`src/rtl/cam_dvp_pkg.sv`:
```
// cam_dvp_pkg: shared FSM states, counter widths and RGB565 colour-bar values for the DVP transmitter
package cam_dvp_pkg;
   localparam int BYTE_W = 11;
   localparam int LINE_W = 10;
   typedef enum logic [2:0] {IDLE, VSYNC, VBACK, ACTIVE, VFRONT} dvpState_t;
   localparam logic [15:0] BAR_WHITE   = 16'hFFFF;
   localparam logic [15:0] BAR_YELLOW  = 16'hFFE0;
   localparam logic [15:0] BAR_CYAN    = 16'h07FF;
   localparam logic [15:0] BAR_GREEN   = 16'h07E0;
   localparam logic [15:0] BAR_MAGENTA = 16'hF81F;
   localparam logic [15:0] BAR_RED     = 16'hF800;
   localparam logic [15:0] BAR_BLUE    = 16'h001F;
   localparam logic [15:0] BAR_BLACK   = 16'h0000;
   function automatic logic [15:0] barColor(input logic [2:0] band);
      case (band)
         3'd0:    return BAR_WHITE;
         3'd1:    return BAR_YELLOW;
         3'd2:    return BAR_CYAN;
         3'd3:    return BAR_GREEN;
         3'd4:    return BAR_MAGENTA;
         3'd5:    return BAR_RED;
         3'd6:    return BAR_BLUE;
         default: return BAR_BLACK;
      endcase
   endfunction
endpackage

```
`src/rtl/cam_dvp_timing.sv`:
```
// cam_dvp_timing: PCLK phase, byte/line counters, frame FSM and registered VSYNC/HREF (pixel index port with CAM_DVP_TPG_EN)
module cam_dvp_timing
   import cam_dvp_pkg::*;
#(
   parameter int H_ACTIVE    = 640,
   parameter int H_BLANK     = 144,
   parameter int V_ACTIVE    = 480,
   parameter int VSYNC_LINES = 3,
   parameter int V_BACK      = 17,
   parameter int V_FRONT     = 10
) (
   input  logic              CLK,
   input  logic              RST,
   input  logic              ENABLE,
   output logic              ph,
   output logic              CamVsync,
   output logic              CamHsync,
   output logic              FRAME_START,
`ifdef CAM_DVP_TPG_EN
   output logic [BYTE_W-2:0] pixNext,
`endif
   output logic              hrefNext,
   output logic              pullNext
);
   localparam logic [BYTE_W-1:0] LAST_BYTE  = BYTE_W'(2 * (H_ACTIVE + H_BLANK) - 1);
   localparam logic [BYTE_W-1:0] HREF_BYTES = BYTE_W'(2 * H_ACTIVE);
   dvpState_t state, stateNext;
   logic [BYTE_W-1:0] byteCnt, byteNext;
   logic [LINE_W-1:0] lineCnt, lineNext, lastLine;
   logic endLine, endState;
`ifdef CAM_DVP_TPG_EN
   assign pixNext = byteNext[BYTE_W-1:1];
`endif
   // values the counters, state and HREF take at the coming byte boundary
   always_comb begin
      lastLine = state == VSYNC ? LINE_W'(VSYNC_LINES - 1) : state == VBACK ? LINE_W'(V_BACK - 1) :
                 state == ACTIVE ? LINE_W'(V_ACTIVE - 1) : LINE_W'(V_FRONT - 1);
      endLine = state != IDLE && byteCnt == LAST_BYTE;
      endState = endLine && lineCnt == lastLine;
      byteNext = (endLine || state == IDLE) ? '0 : byteCnt + BYTE_W'(1);
      lineNext = (endState || state == IDLE) ? '0 : lineCnt + LINE_W'(endLine);
      stateNext = state;
      case (state)
         IDLE:    stateNext = ENABLE ? VSYNC : IDLE;
         VSYNC:   if (endState) stateNext = VBACK;
         VBACK:   if (endState) stateNext = ACTIVE;
         ACTIVE:  if (endState) stateNext = VFRONT;
         VFRONT:  if (endState) stateNext = ENABLE ? VSYNC : IDLE;
         default: stateNext = IDLE;
      endcase
      hrefNext = stateNext == ACTIVE && byteNext < HREF_BYTES;
      pullNext = hrefNext && !byteNext[0];
   end
   // phase toggles every CLK; everything else moves only on byte boundaries (ph==1, PCLK falling)
   always_ff @(posedge CLK) begin
      if (RST) begin
         ph          <= 1'b0;
         state       <= IDLE;
         byteCnt     <= '0;
         lineCnt     <= '0;
         CamVsync    <= 1'b0;
         CamHsync    <= 1'b0;
         FRAME_START <= 1'b0;
      end else begin
         ph          <= !ph;
         FRAME_START <= ph && stateNext == VSYNC && state != VSYNC;
         if (ph) begin
            state    <= stateNext;
            byteCnt  <= byteNext;
            lineCnt  <= lineNext;
            CamVsync <= stateNext == VSYNC;
            CamHsync <= hrefNext;
         end
      end
   end
endmodule

```
`src/rtl/cam_dvp_tx.sv`:
```
// cam_dvp_tx: DVP (OV7670-style) RGB565 transmitter; define CAM_DVP_TPG_EN to add TPG_SEL and the colour-bar source
module cam_dvp_tx
   import cam_dvp_pkg::*;
#(
   parameter int          H_ACTIVE    = 640,
   parameter int          H_BLANK     = 144,
   parameter int          V_ACTIVE    = 480,
   parameter int          VSYNC_LINES = 3,
   parameter int          V_BACK      = 17,
   parameter int          V_FRONT     = 10,
   parameter logic [15:0] FILL_COLOR  = 16'hF800
) (
   input  logic        CLK,
   input  logic        RST,
   input  logic        ENABLE,
`ifdef CAM_DVP_TPG_EN
   input  logic        TPG_SEL,
`endif
   input  logic [15:0] PIX_DATA,
   input  logic        PIX_VALID,
   output logic        PIX_READY,
   output logic        PCLK,
   output logic        CamVsync,
   output logic        CamHsync,
   output logic [7:0]  CamData,
   output logic        FRAME_START,
   output logic        UNDERFLOW
);
   logic ph, hrefNext, pullNext, streamOn;
   logic [15:0] pix;
   logic [7:0] loReg;
`ifdef CAM_DVP_TPG_EN
   logic [BYTE_W-2:0] pixNext;
   assign streamOn = !TPG_SEL;
   assign pix = TPG_SEL ? barColor(3'((32'(pixNext) * 8) / H_ACTIVE)) : PIX_VALID ? PIX_DATA : FILL_COLOR;
`else
   assign streamOn = 1'b1;
   assign pix = PIX_VALID ? PIX_DATA : FILL_COLOR;
`endif
   assign PCLK = ph;
   cam_dvp_timing #(
      .H_ACTIVE(H_ACTIVE), .H_BLANK(H_BLANK), .V_ACTIVE(V_ACTIVE),
      .VSYNC_LINES(VSYNC_LINES), .V_BACK(V_BACK), .V_FRONT(V_FRONT)
   ) uTiming (
      .CLK(CLK), .RST(RST), .ENABLE(ENABLE), .ph(ph),
      .CamVsync(CamVsync), .CamHsync(CamHsync), .FRAME_START(FRAME_START),
`ifdef CAM_DVP_TPG_EN
      .pixNext(pixNext),
`endif
      .hrefNext(hrefNext), .pullNext(pullNext)
   );
   // ready is raised the CLK before the boundary that consumes the pixel; high byte goes out first, low byte is held for the next boundary
   always_ff @(posedge CLK) begin
      if (RST) begin
         PIX_READY <= 1'b0;
         CamData   <= '0;
         loReg     <= '0;
         UNDERFLOW <= 1'b0;
      end else begin
         PIX_READY <= !ph && pullNext && streamOn;
         if (ph) begin
            CamData <= !hrefNext ? 8'h00 : pullNext ? pix[15:8] : loReg;
            if (pullNext) loReg <= pix[7:0];
         end
         if (ph && pullNext && streamOn && !PIX_VALID) UNDERFLOW <= 1'b1;
      end
   end
endmodule
```
`config.mk`:
```
export PLATFORM = sky130hd
export DESIGN_NAME = cam_dvp_tx
export DESIGN_NICKNAME = d
export VERILOG_FILES = /design/src/rtl/cam_dvp_pkg.sv /design/src/rtl/cam_dvp_timing.sv /design/src/rtl/cam_dvp_tx.sv
export SDC_FILE = /design/constraint.sdc
export NUM_CORES = 1
export LEC_CHECK = 0
export BUFFER_PORTS_ARGS = -buffer_cell sky130_fd_sc_hd__buf_2
export CAP_MARGIN = 30
export CORE_MARGIN = 5
export CORE_UTILIZATION = 61
export DETAILED_ROUTE_END_ITERATION = 12
export PLACE_DENSITY = 0.84
export SLEW_MARGIN = 20
export SYNTH_ARGS = -nofsm -noshare
export SYNTH_HDL_FRONTEND = slang
export SYNTH_SLANG_ARGS = --single-unit
```
`constraint.sdc`:
```
create_clock -name CLK -period 5.5 [get_ports CLK]
set_input_delay 1.1 -clock CLK [delete_from_list [all_inputs] [get_ports CLK]]
set_output_delay 1.1 -clock CLK [all_outputs]
set_load 0.05 [all_outputs]
```
Word level (Yosys, flattened, before mapping)
Index checks and enable logic that the tools add are counted.

Bits of input ports: 20. Flip-flop bits (word level): 46. Logic and storage cells: 54.

Eq/ne operators: 9. Order comparisons: 1. Add/subtract/negate cells: 2. Reduce and logical (&&, ||, !) cells: 17. Multiplexer cells: 14.

Operator list (number): $mux 10 (3); $mux 16 (1); $mux 8 (2); $pmux 3 s5 (1); $mux 3 (4); $add 11x1->11 const B (1); $eq 11x11->1 const B (1); $lt 11x11->1 const B (1); $mux 11 (1); $add 10x1->10 (1); $eq 10x10->1 (1); $eq 3x2->1 const B (3); $logic_and 1x1->1 (9); $mux 9 (1); $eq 3x1->1 const B (2); $eq 3x3->1 const B (1); $logic_not 1->1 (3); $logic_not 3->1 (1); $ne 3x1->1 const B (1); $reduce_bool 3->1 (1); $logic_or 1x1->1 (2); $reduce_and 2->1 (1); $mux 1 (1).

Longest topological paths before layout
Word-level depth: 13. Depth in mapped cells: 9. Mapped depth without buffers: 9.

Cells and area by module
Synthesis repeated with hierarchy kept, for this count alone.

Cell total of the unflattened synthesis: 270. Area, all modules: 2307.2 sq um.

Modules (own cells, without submodules): cam_dvp_timing (area an instance 1554.0 sq um, cells each 186, instances 1, sequential area each 560.5 sq um); cam_dvp_tx (area an instance 753.2 sq um, cells each 84, instances 1, sequential area each 360.3 sq um).

Least setup slack after synthesis
No wires, ideal clock.

Kind: register -> register. From: reg uTiming.byteCnt[0]. To: reg loReg[7]. Arrival: 2.526 ns. Period minus slack after synthesis: 2.661 ns. Path slack: 2.839 ns. Path buffers: 1. Cell stages (with the launch flop): 10. Path through: dfxtp_1 > ha_1 > and3_1 > nand4_1 > nand4b_1 > a211o_1 > a211o_1 > clkbuf_1 > o311ai_0 > o41ai_1.

Longest elaborated chain between the ends: 9.

RTL lines: from (decl) (line cam_dvp_timing.sv:28) `logic [BYTE_W-1:0] byteCnt, byteNext;`; from (signal assigned) (line cam_dvp_timing.sv:69) `byteCnt <= byteNext;`; parallel branches: the longest is 7 deep, another holds $add 11x1->11; $logic_and 1x1->1 (*) (line cam_dvp_timing.sv:52) `pullNext = hrefNext && !byteNext[0];`; $reduce_and 2->1 (no line) (*); to (signal assigned) (line cam_dvp_tx.sv:63) `if (pullNext) loReg <= pix[7:0];`; to (decl) (line cam_dvp_tx.sv:31) `logic [7:0] loReg;`.

Mark *: on every way between the ends. A chain may end at the register's enable or synchronous reset.

Worst setup path in the final report
From: reg uTiming.byteCnt[0]. To: reg loReg[4].

Same word-level chain as after synthesis.

==> summary.md <==
| Metric | Value |
|---|---|
| Status | `complete, no violations` |
| DRT iter0 DRCs | `221` |
| Fmax | `between 300 and 400 MHz` |
| Area occupied by multi-input gates | `1373 sq um` |
| GR Overflow Total | `0` |
| Area growth syn-to-layout | `11.59%` |
| CP max FO | `17` |
| Reg2reg end | `loReg[4]` |
| Setup Buffers After CTS | `0` |
| Post-DP HPWL | `approximately 4000 microns` |
| Slew Viols, Final | `0` |
| Min Tclk post-route | `about 3.1 ns` |
| Final worst-path cycle share | `0.5594` |
| Die Span X | `72.68 microns` |
| Clk slew on worst S/H paths | `0.09 ns` |
| Area share of the largest cell type after synthesis | `0.3843` |
| Cts repair resizes | `0` |
| Worst Path Arrival | `3.31 ns` |
| Relative slew margins | `0.4540` |
| Post-Syn Instances | `298` |
| IO Pins | `34` |
| Worst Setup SP | `uTiming.byteCnt[0]` |
| Register area share after synthesis | `0.3843` |
| Avg Inst Size Synth | `8.040 sq um` |
| CTS tree | `done` |
| PwrDens | `223.7 nW/um^2` |
| TritonRoute pass-1 iters | `4` |
| Setup_tns | `0 ns` |
| GRT Total Usage | `0.2179` |
| Hold-critical path depth | `1` |
| Clk Latency, worst-skew pair | `about 0.30 ns` |
| Post-synth top area cell | `dfxtp_1` |
| Syn nets | `~320` |
| Port Buf Inserts | `33` |
| Vias in the first global route | `2,033` |
| Share of layout cells above drive strength 1 | `0.1560` |
| Worst IR Drop VDD | `0.1912 mV` |
| Leakage | `1.038 nW` |
| Synthesized area | `2396 sq um` |
| Clk sinks | `46` |
| Clk buf depth | `2` |
| WHS Endpoint | `uTiming.CamVsync` |
| Largest net degree at the start of global routing | `22` |
| Number of synthesized register bits | `46` |
| Final setup viols | `0` |
| Max-Cap Viols | `0` |
| Hold Path Class | `flop to flop` |
| Kind of critical path | `flop to flop` |
| Core ar. | `about 3700 sq um` |
| Height of the die | `about 73 microns` |
| Setup crit start kind | `flop` |
| Largest cells by area after synthesis | `dfxtp_1 (38%), nand2_1 (6.6%), nor2_1 (5.8%)` |
| Register Area | `~920 sq um` |
| Root buffer cell | `clkbuf_8` |
| # rows | `22` |
| Die area | `about 5300 sq um` |
| Reg-to-reg startpoint | `uTiming.byteCnt[0]` |
| Synth Flop Type | `dfxtp_1` |
| Reg power frac | `0.565` |
| Hold Crit Start | `uTiming.CamVsync` |
| Drt drc | `0` |
| Via count | `2,276` |
| Element type at the critical path end | `flop` |
| Average wire per standard cell | `~15 microns` |
| Crit path required time | `5.74 ns` |
| Combinational Power Share | `0.080` |
| Ant diodes | `0` |
| Worst R2R Setup Slack | `2.42 ns` |
| Internal | `0.0004507 W` |
| Reg2Reg Depth | `8` |
| Initial antenna violation count | `0` |
| Final antenna-violating net count | `0` |
| CTS Buf Count | `5` |
| WL final | `5580 microns` |
| Switching Fraction | `0.2463` |
| First-pass GRT wire length | `9321 microns` |
| Worst slew pin tran | `0.8159 ns` |
| Cts hold-fix bufs | `0` |
| Tot Pwr | `0.0005980 W` |
| RSZ-0062 raised after global routing | `no` |
| Vias per cell | `between 6 and 7` |
| Post-synth EDFFs | `0` |
| Net Sw Power | `approximately 0.00015 W` |
| Final core utilization | `0.7142` |
| Gpl congestion | `0.8973` |
| Synthesis Warnings | `0` |
| Starting density of the core | `0.6400` |
| Number of distinct library cells after synthesis | `47` |
| Ys async rst share | `0` |
| Final Hold Fails | `0` |
| Hold WS | `0.4653 ns` |
| Clock Skew | `0.01050 ns` |
| CTS HTree Levels | `2` |
| Nets | `349` |
| Fillers | `around 300` |
| Clk pwr share | `0.355` |
[worst max-delay path by stage]
stage                             to  slack [ns]  depth (start not counted)
after detailed placement    loReg[3]        2.50                          8
after global placement      loReg[4]        2.58                          8
after global routing      CamData[0]        2.12                          7
after CTS                   loReg[3]        2.46                          8
final                       loReg[4]        2.42                          8
after floorplan             loReg[7]        2.84                          9
[layout by cell type (no fill, tap or decap), drive strengths merged, types with 2 or more instances in the layout]
| cell type | Yosys | routed |
|---|---|---|
| a31oi | 2 | 2 |
| o31ai | 10 | 10 |
| xnor2 | 4 | 4 |
| o211a | 2 | 2 |
| a21oi | 21 | 21 |
| nor2 | 37 | 37 |
| or4 | 8 | 8 |
| and4 | 2 | 2 |
| a211o | 3 | 3 |
| o221ai | 5 | 5 |
| nand4 | 16 | 16 |
| o311ai | 4 | 4 |
| inv | 13 | 13 |
| buf | 2 | 35 |
| nor3b | 2 | 2 |
| o21ai | 8 | 8 |
| xor2 | 14 | 14 |
| dfxtp | 46 | 46 |
| clkbuf | 12 | 7 |
| and3 | 5 | 5 |
| ha | 3 | 3 |
| mux2i | 3 | 3 |
| nand2 | 42 | 42 |
| nor3 | 4 | 4 |
| nor4 | 3 | 3 |
| nor2b | 4 | 4 |
| nand3 | 8 | 8 |
[power by group through the flow]
stage          registers, W   logic, W  clock network [W]
5_1_grt            0.000338  0.0000526           0.000233
6_report           0.000338  0.0000477           0.000213
4_1_cts            0.000338  0.0000473           0.000215
3_5_place_dp       0.000346  0.0000471                  0
2_1_floorplan      0.000349  0.0000285                  0
3_3_place_gp       0.000345  0.0000465                  0
[metrics by stage]
stage	instance area, sq um	instances	setup WS (ns)
2_1_floorplan	2396	298	2.839
3_3_place_gp	2575	367	2.584
3_5_place_dp	2575	367	2.495
4_1_cts	2666	375	2.464
5_1_grt	2674	375	2.116
6_report	2674	375	2.423
[area by class of cell]
cell class / instances / share of cell area
repair buffers: 35 / 0.06738
well taps: 48 / 0.02246
flip-flops and latches: 46 / 0.3444
clock buffers: 7 / 0.03229
inverters: 13 / 0.01825
multi-input cells: 225 / 0.5133
clock inverters: 1 / 0.001872
[synthesized netlist by cell type, types with 3 or more instances]
library cell	number
nand4_1	16
clkbuf_1	12
ha_1	3
o31ai_1	10
inv_1	13
mux2i_1	3
a211o_1	3
o221ai_1	5
xor2_1	14
o311ai_0	4
nand3_1	8
nor2_1	37
and3_1	5
nor3_1	4
nor2b_1	4
o21ai_0	7
xnor2_1	4
or4_1	7
nand2_1	42
dfxtp_1	46
a21oi_1	21
[logic make-up after synthesis]
kind of cell / after synthesis / share of synthesized area
AO/OA/AOI/OAI: 64 / 0.1854
XOR/XNOR: 18 / 0.06580
adder cells (fa/ha/maj): 3 / 0.01567
buffers and inverters: 27 / 0.04595
flip-flops: 46 / 0.3843
multiplexers: 3 / 0.01253
AND/OR/NAND/NOR: 137 / 0.2903
[worst max-delay path, cell delays in order, from the launching register on]
cell      delay (ns)
dfxtp_1         0.41
ha_1            0.26
and3_1          0.22
nand4_1         0.31
nand4b_1        0.36
a211o_1         0.32
a211o_1         0.48
or4_1           0.53
a21oi_1         0.15
[flip-flops by register name, summed over array words and instances (netlist names)]
register and flops:
uTiming.byteCnt 11, uTiming.lineCnt 10, CamData 8, loReg 8, uTiming.state 3, PIX_READY 1
UNDERFLOW 1, uTiming.CamHsync 1, uTiming.CamVsync 1, uTiming.FRAME_START 1, uTiming.ph 1
[layer usage]
metal | track usage | vias up | wire, microns
li1 | - | 1137 | -
met1 | 0.3023 | 1047 | 2516
met2 | 0.3277 | 83 | 2585
met3 | 0.04821 | 9 | 380
met4 | 0.08607 | 0 | 97
met5 | 0 | - | 0
(Power assumes the default switching activity.)
